## config.mk

```make
export PLATFORM = sky130hd
export DESIGN_NAME = rv_multicycle_ctrl_flat
export DESIGN_NICKNAME = d
export VERILOG_FILES = /design/src/rtl/rv_pkg.sv /design/src/rtl/rv_multicycle_ctrl_if.sv /design/src/rtl/rv_wait_timer.sv /design/src/rtl/rv_multicycle_ctrl.sv /design/src/flat_wrapper.sv
export SDC_FILE = /design/constraint.sdc
export NUM_CORES = 1
export LEC_CHECK = 0
export ABC_AREA = 1
export CAP_MARGIN = 40
export CORE_ASPECT_RATIO = 1.75
export CORE_MARGIN = 2
export CORE_UTILIZATION = 37
export DETAILED_ROUTE_END_ITERATION = 10
export PLACE_DENSITY = 0.86
export SLEW_MARGIN = 20
export SYNTH_ARGS = -nofsm -noshare
export SYNTH_HDL_FRONTEND = slang
export SYNTH_SLANG_ARGS = --single-unit
```

## constraint.sdc

```tcl
create_clock -name i_clk -period 1.7 [get_ports i_clk]
set_input_delay 0.34 -clock i_clk [delete_from_list [all_inputs] [get_ports i_clk]]
set_output_delay 0.34 -clock i_clk [all_outputs]
set_load 0.01 [all_outputs]
```

## src/rtl/rv_pkg.sv

```systemverilog
// Shared state encoding, RV32I major opcodes and trap causes for rv_multicycle_ctrl.
package rv_pkg;

   typedef enum logic [2:0] {
      S_FETCH  = 3'd0,
      S_DECODE = 3'd1,
      S_EXEC   = 3'd2,
      S_MEM    = 3'd3,
      S_WB     = 3'd4,
      S_TRAP   = 3'd5
   } state_e;

   localparam logic [6:0] OPC_LOAD   = 7'b0000011;
   localparam logic [6:0] OPC_STORE  = 7'b0100011;
   localparam logic [6:0] OPC_OP     = 7'b0110011;
   localparam logic [6:0] OPC_OP_IMM = 7'b0010011;
   localparam logic [6:0] OPC_LUI    = 7'b0110111;
   localparam logic [6:0] OPC_AUIPC  = 7'b0010111;
   localparam logic [6:0] OPC_JAL    = 7'b1101111;
   localparam logic [6:0] OPC_JALR   = 7'b1100111;
   localparam logic [6:0] OPC_BRANCH = 7'b1100011;
   localparam logic [6:0] OPC_FENCE  = 7'b0001111;

   localparam logic [1:0] CAUSE_NONE    = 2'd0;
   localparam logic [1:0] CAUSE_ILLEGAL = 2'd1;
   localparam logic [1:0] CAUSE_IMEM_TO = 2'd2;
   localparam logic [1:0] CAUSE_DMEM_TO = 2'd3;

   function automatic logic is_legal(input logic [6:0] opc);
      case (opc)
         OPC_LOAD, OPC_STORE, OPC_OP, OPC_OP_IMM, OPC_LUI,
         OPC_AUIPC, OPC_JAL, OPC_JALR, OPC_BRANCH, OPC_FENCE: return 1'b1;
         default:                                             return 1'b0;
      endcase
   endfunction

endpackage

```

## src/rtl/rv_multicycle_ctrl_if.sv

```systemverilog
// Instruction/data memory request-ready handshake between the sequencer and the memories.
interface rv_multicycle_ctrl_if;
   logic imem_req;
   logic imem_rdy;
   logic dmem_req;
   logic dmem_we;
   logic dmem_rdy;

   modport master (output imem_req, dmem_req, dmem_we, input imem_rdy, dmem_rdy);
   modport slave  (input imem_req, dmem_req, dmem_we, output imem_rdy, dmem_rdy);
endinterface

```

## src/rtl/rv_wait_timer.sv

```systemverilog
// Saturating wait-state counter; expired goes high once MEM_TIMEOUT wait cycles have elapsed.
module rv_wait_timer #(
   parameter int MEM_TIMEOUT = 16
) (
   input  logic clk,
   input  logic rst,
   input  logic clear,
   input  logic inc,
   output logic expired
);
   localparam int CW = (MEM_TIMEOUT > 0) ? $clog2(MEM_TIMEOUT + 1) : 1;
   localparam logic [CW-1:0] LIMIT = CW'(MEM_TIMEOUT);

   logic [CW-1:0] cnt;

   always_ff @(posedge clk or posedge rst) begin
      if (rst)                      cnt <= '0;
      else if (clear)               cnt <= '0;
      else if (inc && cnt != LIMIT) cnt <= cnt + 1'b1;
   end

   generate
      if (MEM_TIMEOUT > 0) begin : g_timeout
         assign expired = (cnt == LIMIT);
      end else begin : g_no_timeout
         assign expired = 1'b0;
      end
   endgenerate
endmodule

```

## src/rtl/rv_multicycle_ctrl.sv

```systemverilog
// Multi-cycle FETCH/DECODE/EXEC/MEM/WB sequencer for the RV32I core with timeout and illegal-opcode trap.
// Optional performance counters are enabled by defining RV_MULTICYCLE_PERF_EN.
module rv_multicycle_ctrl
   import rv_pkg::*;
#(
   parameter int XLEN        = 32,
   parameter int MEM_TIMEOUT = 16,
   parameter int CNT_W       = 32
) (
   input  logic                 i_clk,
   input  logic                 i_reset,
   input  logic [XLEN-1:0]      i_instr,
   input  logic                 i_br_taken,
   rv_multicycle_ctrl_if.master mem,
   output logic                 o_ir_en,
   output logic                 o_pc_en,
   output logic                 o_pc_sel,
   output logic                 o_rd_wren,
   output logic                 o_insn_vld,
   output logic [2:0]           o_state,
   output logic                 o_trap,
   output logic [1:0]           o_trap_cause
`ifdef RV_MULTICYCLE_PERF_EN
   ,
   output logic [CNT_W-1:0]     o_cycle_cnt,
   output logic [CNT_W-1:0]     o_instret_cnt
`endif
);
   state_e     state, state_nxt;
   logic [1:0] cause, cause_nxt;
   logic [6:0] opc;
   logic       waiting, rdy, expired;
   logic       unused_instr;

   assign opc          = i_instr[6:0];
   assign unused_instr = ^i_instr[XLEN-1:7];
   assign waiting      = (state == S_FETCH) || (state == S_MEM);
   assign rdy          = (state == S_FETCH) ? mem.imem_rdy : mem.dmem_rdy;

   // Counter is held at zero outside FETCH/MEM, so every entry starts a fresh count.
   rv_wait_timer #(.MEM_TIMEOUT(MEM_TIMEOUT)) u_wait_timer (
      .clk     (i_clk),
      .rst     (i_reset),
      .clear   (!waiting || rdy),
      .inc     (waiting && !rdy),
      .expired (expired)
   );

   // NOTE: state registers use non-blocking assignments so every flop samples pre-edge values.
   always_ff @(posedge i_clk or posedge i_reset) begin
      if (i_reset) begin
         state <= S_FETCH;
         cause <= CAUSE_NONE;
      end else begin
         state <= state_nxt;
         cause <= cause_nxt;
      end
   end

   // NOTE: defaults at the top of each combinational block keep every path assigned (no latches).
   always_comb begin
      state_nxt = state;
      cause_nxt = cause;
      case (state)
         S_FETCH: begin
            if (mem.imem_rdy) state_nxt = S_DECODE;
            else if (expired) begin
               state_nxt = S_TRAP;
               cause_nxt = CAUSE_IMEM_TO;
            end
         end
         S_DECODE: begin
            if (is_legal(opc)) state_nxt = S_EXEC;
            else begin
               state_nxt = S_TRAP;
               cause_nxt = CAUSE_ILLEGAL;
            end
         end
         S_EXEC: begin
            case (opc)
               OPC_BRANCH, OPC_FENCE: state_nxt = S_FETCH;
               OPC_LOAD, OPC_STORE:   state_nxt = S_MEM;
               default:               state_nxt = S_WB;
            endcase
         end
         S_MEM: begin
            if (mem.dmem_rdy) state_nxt = (opc == OPC_STORE) ? S_FETCH : S_WB;
            else if (expired) begin
               state_nxt = S_TRAP;
               cause_nxt = CAUSE_DMEM_TO;
            end
         end
         S_WB:    state_nxt = S_FETCH;
         default: state_nxt = S_TRAP;
      endcase
   end

   // Requests and enables are forced low while reset is held, dropping any access in flight.
   always_comb begin
      mem.imem_req = 1'b0;
      mem.dmem_req = 1'b0;
      mem.dmem_we  = 1'b0;
      o_ir_en      = 1'b0;
      o_pc_en      = 1'b0;
      o_pc_sel     = 1'b0;
      o_rd_wren    = 1'b0;
      o_insn_vld   = 1'b0;
      if (!i_reset) begin
         case (state)
            S_FETCH: begin
               mem.imem_req = 1'b1;
               o_ir_en      = mem.imem_rdy;
            end
            S_EXEC: begin
               if (opc == OPC_BRANCH || opc == OPC_FENCE) begin
                  o_pc_en    = 1'b1;
                  o_insn_vld = 1'b1;
                  o_pc_sel   = (opc == OPC_BRANCH) && i_br_taken;
               end
            end
            S_MEM: begin
               mem.dmem_req = 1'b1;
               mem.dmem_we  = (opc == OPC_STORE);
               if (opc == OPC_STORE && mem.dmem_rdy) begin
                  o_pc_en    = 1'b1;
                  o_insn_vld = 1'b1;
               end
            end
            S_WB: begin
               o_rd_wren  = 1'b1;
               o_pc_en    = 1'b1;
               o_insn_vld = 1'b1;
               o_pc_sel   = (opc == OPC_JAL) || (opc == OPC_JALR);
            end
            default: ;
         endcase
      end
   end

   assign o_state      = state;
   assign o_trap       = (state == S_TRAP);
   assign o_trap_cause = cause;

`ifdef RV_MULTICYCLE_PERF_EN
   always_ff @(posedge i_clk or posedge i_reset) begin
      if (i_reset) begin
         o_cycle_cnt   <= '0;
         o_instret_cnt <= '0;
      end else if (state != S_TRAP) begin
         o_cycle_cnt <= o_cycle_cnt + 1'b1;
         if (o_insn_vld) o_instret_cnt <= o_instret_cnt + 1'b1;
      end
   end
`else
   localparam int unused_cnt_w = CNT_W;
`endif
endmodule

```

## src/flat_wrapper.sv

```systemverilog
// flat-port wrapper written by rule: the top's interface ports become plain ports
module rv_multicycle_ctrl_flat import rv_pkg::*;
#(
   parameter int XLEN        = 32,
   parameter int MEM_TIMEOUT = 16,
   parameter int CNT_W       = 32
)
  (i_clk, i_reset, i_instr, i_br_taken, o_ir_en, o_pc_en, o_pc_sel, o_rd_wren, o_insn_vld, o_state, o_trap, o_trap_cause, mem_imem_req, mem_dmem_req, mem_dmem_we, mem_imem_rdy, mem_dmem_rdy);
  rv_multicycle_ctrl_if mem_i ();
  input  logic i_clk;
  input  logic i_reset;
  input  logic [XLEN-1:0] i_instr;
  input  logic i_br_taken;
  output logic o_ir_en;
  output logic o_pc_en;
  output logic o_pc_sel;
  output logic o_rd_wren;
  output logic o_insn_vld;
  output logic [2:0] o_state;
  output logic o_trap;
  output logic [1:0] o_trap_cause;
  output wire logic [$bits(mem_i.imem_req)-1:0] mem_imem_req;
  output wire logic [$bits(mem_i.dmem_req)-1:0] mem_dmem_req;
  output wire logic [$bits(mem_i.dmem_we)-1:0] mem_dmem_we;
  input wire logic [$bits(mem_i.imem_rdy)-1:0] mem_imem_rdy;
  input wire logic [$bits(mem_i.dmem_rdy)-1:0] mem_dmem_rdy;
  assign mem_imem_req = mem_i.imem_req;
  assign mem_dmem_req = mem_i.dmem_req;
  assign mem_dmem_we = mem_i.dmem_we;
  assign mem_i.imem_rdy = mem_imem_rdy;
  assign mem_i.dmem_rdy = mem_dmem_rdy;
  rv_multicycle_ctrl #(.XLEN(XLEN), .MEM_TIMEOUT(MEM_TIMEOUT), .CNT_W(CNT_W)) u_core (.i_clk(i_clk), .i_reset(i_reset), .i_instr(i_instr), .i_br_taken(i_br_taken), .mem(mem_i), .o_ir_en(o_ir_en), .o_pc_en(o_pc_en), .o_pc_sel(o_pc_sel), .o_rd_wren(o_rd_wren), .o_insn_vld(o_insn_vld), .o_state(o_state), .o_trap(o_trap), .o_trap_cause(o_trap_cause));
endmodule
```

==> flow_summary_export.csv <==
group,metric,value,unit
floorplan,initial_core_util,37.8,%
setup_path,criticalPathCategory,"flip-flop to primary output",
global_routing,use_met1,25.1,%
worst_hold_path,min_path_type,"input port to asynchronous set/reset pin",
cells_and_area,stdcell_count,217,
setup_path,worstPathBufferInverterCount,3,
setup_path,crit_fanout,6,
placement,portBuffers,25,
clocking,cts.sinks,10,
global_routing,overflow,0,
sta,max_freq,0.568,GHz
sta,setup_viol,4,
sta,totalNegativeSetupSlack,-170,ps
routing,drt_iter0_markers,98,
global_routing,antenna_found_initial,0,
global_routing,grt_pass1_wl,4800,um
routing,routed_wl,3150,um
synth,ys_types,25,
sta,rsz0062_at_grt,"true",
synth,seq_area_frac_synth,29.5,%
synth,post_synth_inst_count,132,
flow_run,drv_cap,0,
sta,slew_viol_final,0,
floorplan,core,2240,um^2
clocking,h-tree-depth,1,
synth,async_flop_share,100,%
clocking,numCtsBuffers,3,
setup_path,critPathRequiredTime,1360,ps
clocking,insertion_delay,240,ps
setup_path,r2r_start,"u_core.o_state[2]$_DFF_PP0_",
clocking,cts_tree,"built",
placement,dp_cells,208,
sta,layout_min_cycle_time,1760,ps
cells_and_area,nNetsFinal,233,
sta,fin_skew,3.87,ps
synth,synth_edf_count,0,
synth,syn-num-nets,171,
sta,fin_crit_sh,104,%
synth,synth_top_flop_cell,"dfrtp_1",
clocking,clkTransAtPathRegs,50,ps
cells_and_area,syn_to_final_growth,68.1,%
synth,ys.warnings.count,0,
setup_path,crit_path_end_kind,"primary output",
routing,dr.pass1.iters,5,
global_routing,grt.total_usage,25.4,%
floorplan,die_w,40.2,um
run_status,violations,"setup timing",
synth,syn_area,848,um^2
routing,vias_per_cell,5.34,
sta,slew_headroom,82.2,%
routing,ant_nets,0,
clocking,ctsHoldBuffers,0,
global_routing,grt_max_degree,11,
global_routing,top_usage_layer,"met2",
setup_path,crit_path_max_incr_delay,440,ps
pwr,peakVddDrop,0.586,mV
setup_path,crit_path_start_kind,"flip-flop",
clocking,cts.path.max_buffers,2,
floorplan,num_rows,23,
clocking,root_buffer,"clkbuf_8",
setup_path,reg2reg_slack,130,ps
setup_path,crit_cells,7,
cells_and_area,mostFrequentLayoutCell,"buf_4",
cells_and_area,diodes,0,
cells_and_area,final_cell_mix,"buf_4, nand2_1, nor2_1",
setup_path,slowest_stage,"dfrtp_2",
routing,wl_per_cell,14.5,um
floorplan,pin_count,51,
routing,num_vias,1158,
global_routing,met3_usage,4.28,%
setup_path,reg2reg_depth,9,
sta,tightest_slew,267,ps
sta,fin_ws,-61.8,ps
setup_path,timing.critical_path.cells,"buf_6 -> buf_6 -> a21oi_2 -> nor2_1 -> nand2_1 -> a21oi_2 -> buf_2",
floorplan,die_area,2710,um^2
placement,dp_hpwl,2190,um
global_routing,use_met2,45.8,%
setup_path,crit_family,"flip-flops",
synth,synth_seq_cells,10,
setup_path,critPathArrivalTime,1420,ps
setup_path,worstReg2RegEnd,"u_core.o_state[2]$_DFF_PP0_",
cells_and_area,drive_above_1_share,46.9,%
pwr,power_density,1120,nW/um^2
placement,globalplace.congestion,0.972,
setup_path,startpoint,"u_core.o_state[1]$_DFF_PP0_",
sta,finalHoldViolCount,0,
synth,avgSynthCellArea,6.43,um^2
sta,hold_ws,385,ps
floorplan,die_h,67.3,um
setup_path,critPathCapture,"o_pc_sel",
routing,drc,0,
run_status,outcome,"complete, but fails checks",
global_routing,grt_pass1_vias,1162,
pwr,p_leak,0.790,nW
## cell type report
| cell class | instances | area (um^2) |
|---|---|---|
| fill | 182 | 818 |
| sequential | 10 | 254 |
| inverter | 21 | 83.8 |
| multi-input combinational | 99 | 586 |
| tap | 25 | 31.3 |
| timing repair buffer | 59 | 430 |
| clock buffer | 3 | 41.3 |
## report_power, final
| part | internal (W) | switching [W] | total, W | leakage (nW) |
|---|---|---|---|---|
| clock | 0.000155 | 0.0000901 | 0.000245 | 0.0216 |
| sequential | 0.000289 | 0.0000709 | 0.000360 | 0.130 |
| combinational | 0.000480 | 0.000510 | 0.000990 | 0.638 |
| total | 0.000924 | 0.000671 | 0.00159 | 0.790 |
## how the worst min path moves through the flow
stage	start	endpoint	slack, ps	cells after the start
floorplan	i_reset	u_core.o_state[0]$_DFF_PP0_	190	1
global placement	u_core.o_trap_cause[1]$_DFFE_PP0P_	u_core.o_trap_cause[1]$_DFFE_PP0P_	460	2
detailed placement	u_core.o_trap_cause[0]$_DFFE_PP0P_	u_core.o_trap_cause[0]$_DFFE_PP0P_	460	2
CTS	i_reset	u_core.u_wait_timer.cnt[0]$_DFFE_PP0P_	350	3
global route	i_reset	u_core.u_wait_timer.cnt[0]$_DFFE_PP0P_	430	3
finish	i_reset	u_core.u_wait_timer.cnt[0]$_DFFE_PP0P_	390	3
## logic make-up after synthesis
group / after synthesis / synth area share, %
simple gates: 83 / 46.0
buf+inv: 23 / 11.5
compound gates: 12 / 7.97
flops: 10 / 29.5
xor+xnor: 2 / 2.07
fa+ha+maj: 2 / 2.95
## synth_stat cells (all sizes together), types with 2 or more instances
cell / number / share of area [%]
nand2: 30 / 15
inv: 21 / 9.3
nand3b: 2 / 1.8
ha: 2 / 2.9
buf: 2 / 2.2
nand4: 3 / 2.2
nor3: 3 / 2.4
nand3: 16 / 9.4
nor2: 27 / 14
o21ai: 6 / 4.0
dfrtp: 10 / 29
a21oi: 4 / 2.4
## state kept, by name, indices dropped and copies added, names as in the netlist
name and flops:
u_core.o_state 3, u_core.o_trap_cause 2, u_core.u_wait_timer.cnt 5
## tightest hold or removal path, delay by kind of cell
kind,cells,cell delay (ps)
buf+inv,3,630
## stage by stage
step	total power (W)	utilization, %	setup WS [ps]	cell area [um^2]
floorplan	0.000745	-	96.9	848
global placement	0.00117	58.9	-772	1320
detailed placement	0.00119	58.9	-934	1320
CTS	0.00145	61.0	-55.3	1370
global route	0.00169	63.5	-94.4	1430
finish	0.00159	63.5	-61.8	1430
## metal layers
metal	part of all wire, %	wire (um)	vias to the layer above
met5	0	0	-
met4	7.8	245	0
met3	4.6	146	27
met2	55	1750	55
met1	32	1010	528
li1	-	-	548
## repair_timing
action,CTS,global route
endpoints found under the setup margin,10,7
buffers inserted,3,3
gates resized for setup,65,36
pin swaps,5,10
cloned,0,0
Power figures use the tool's default switching activity.
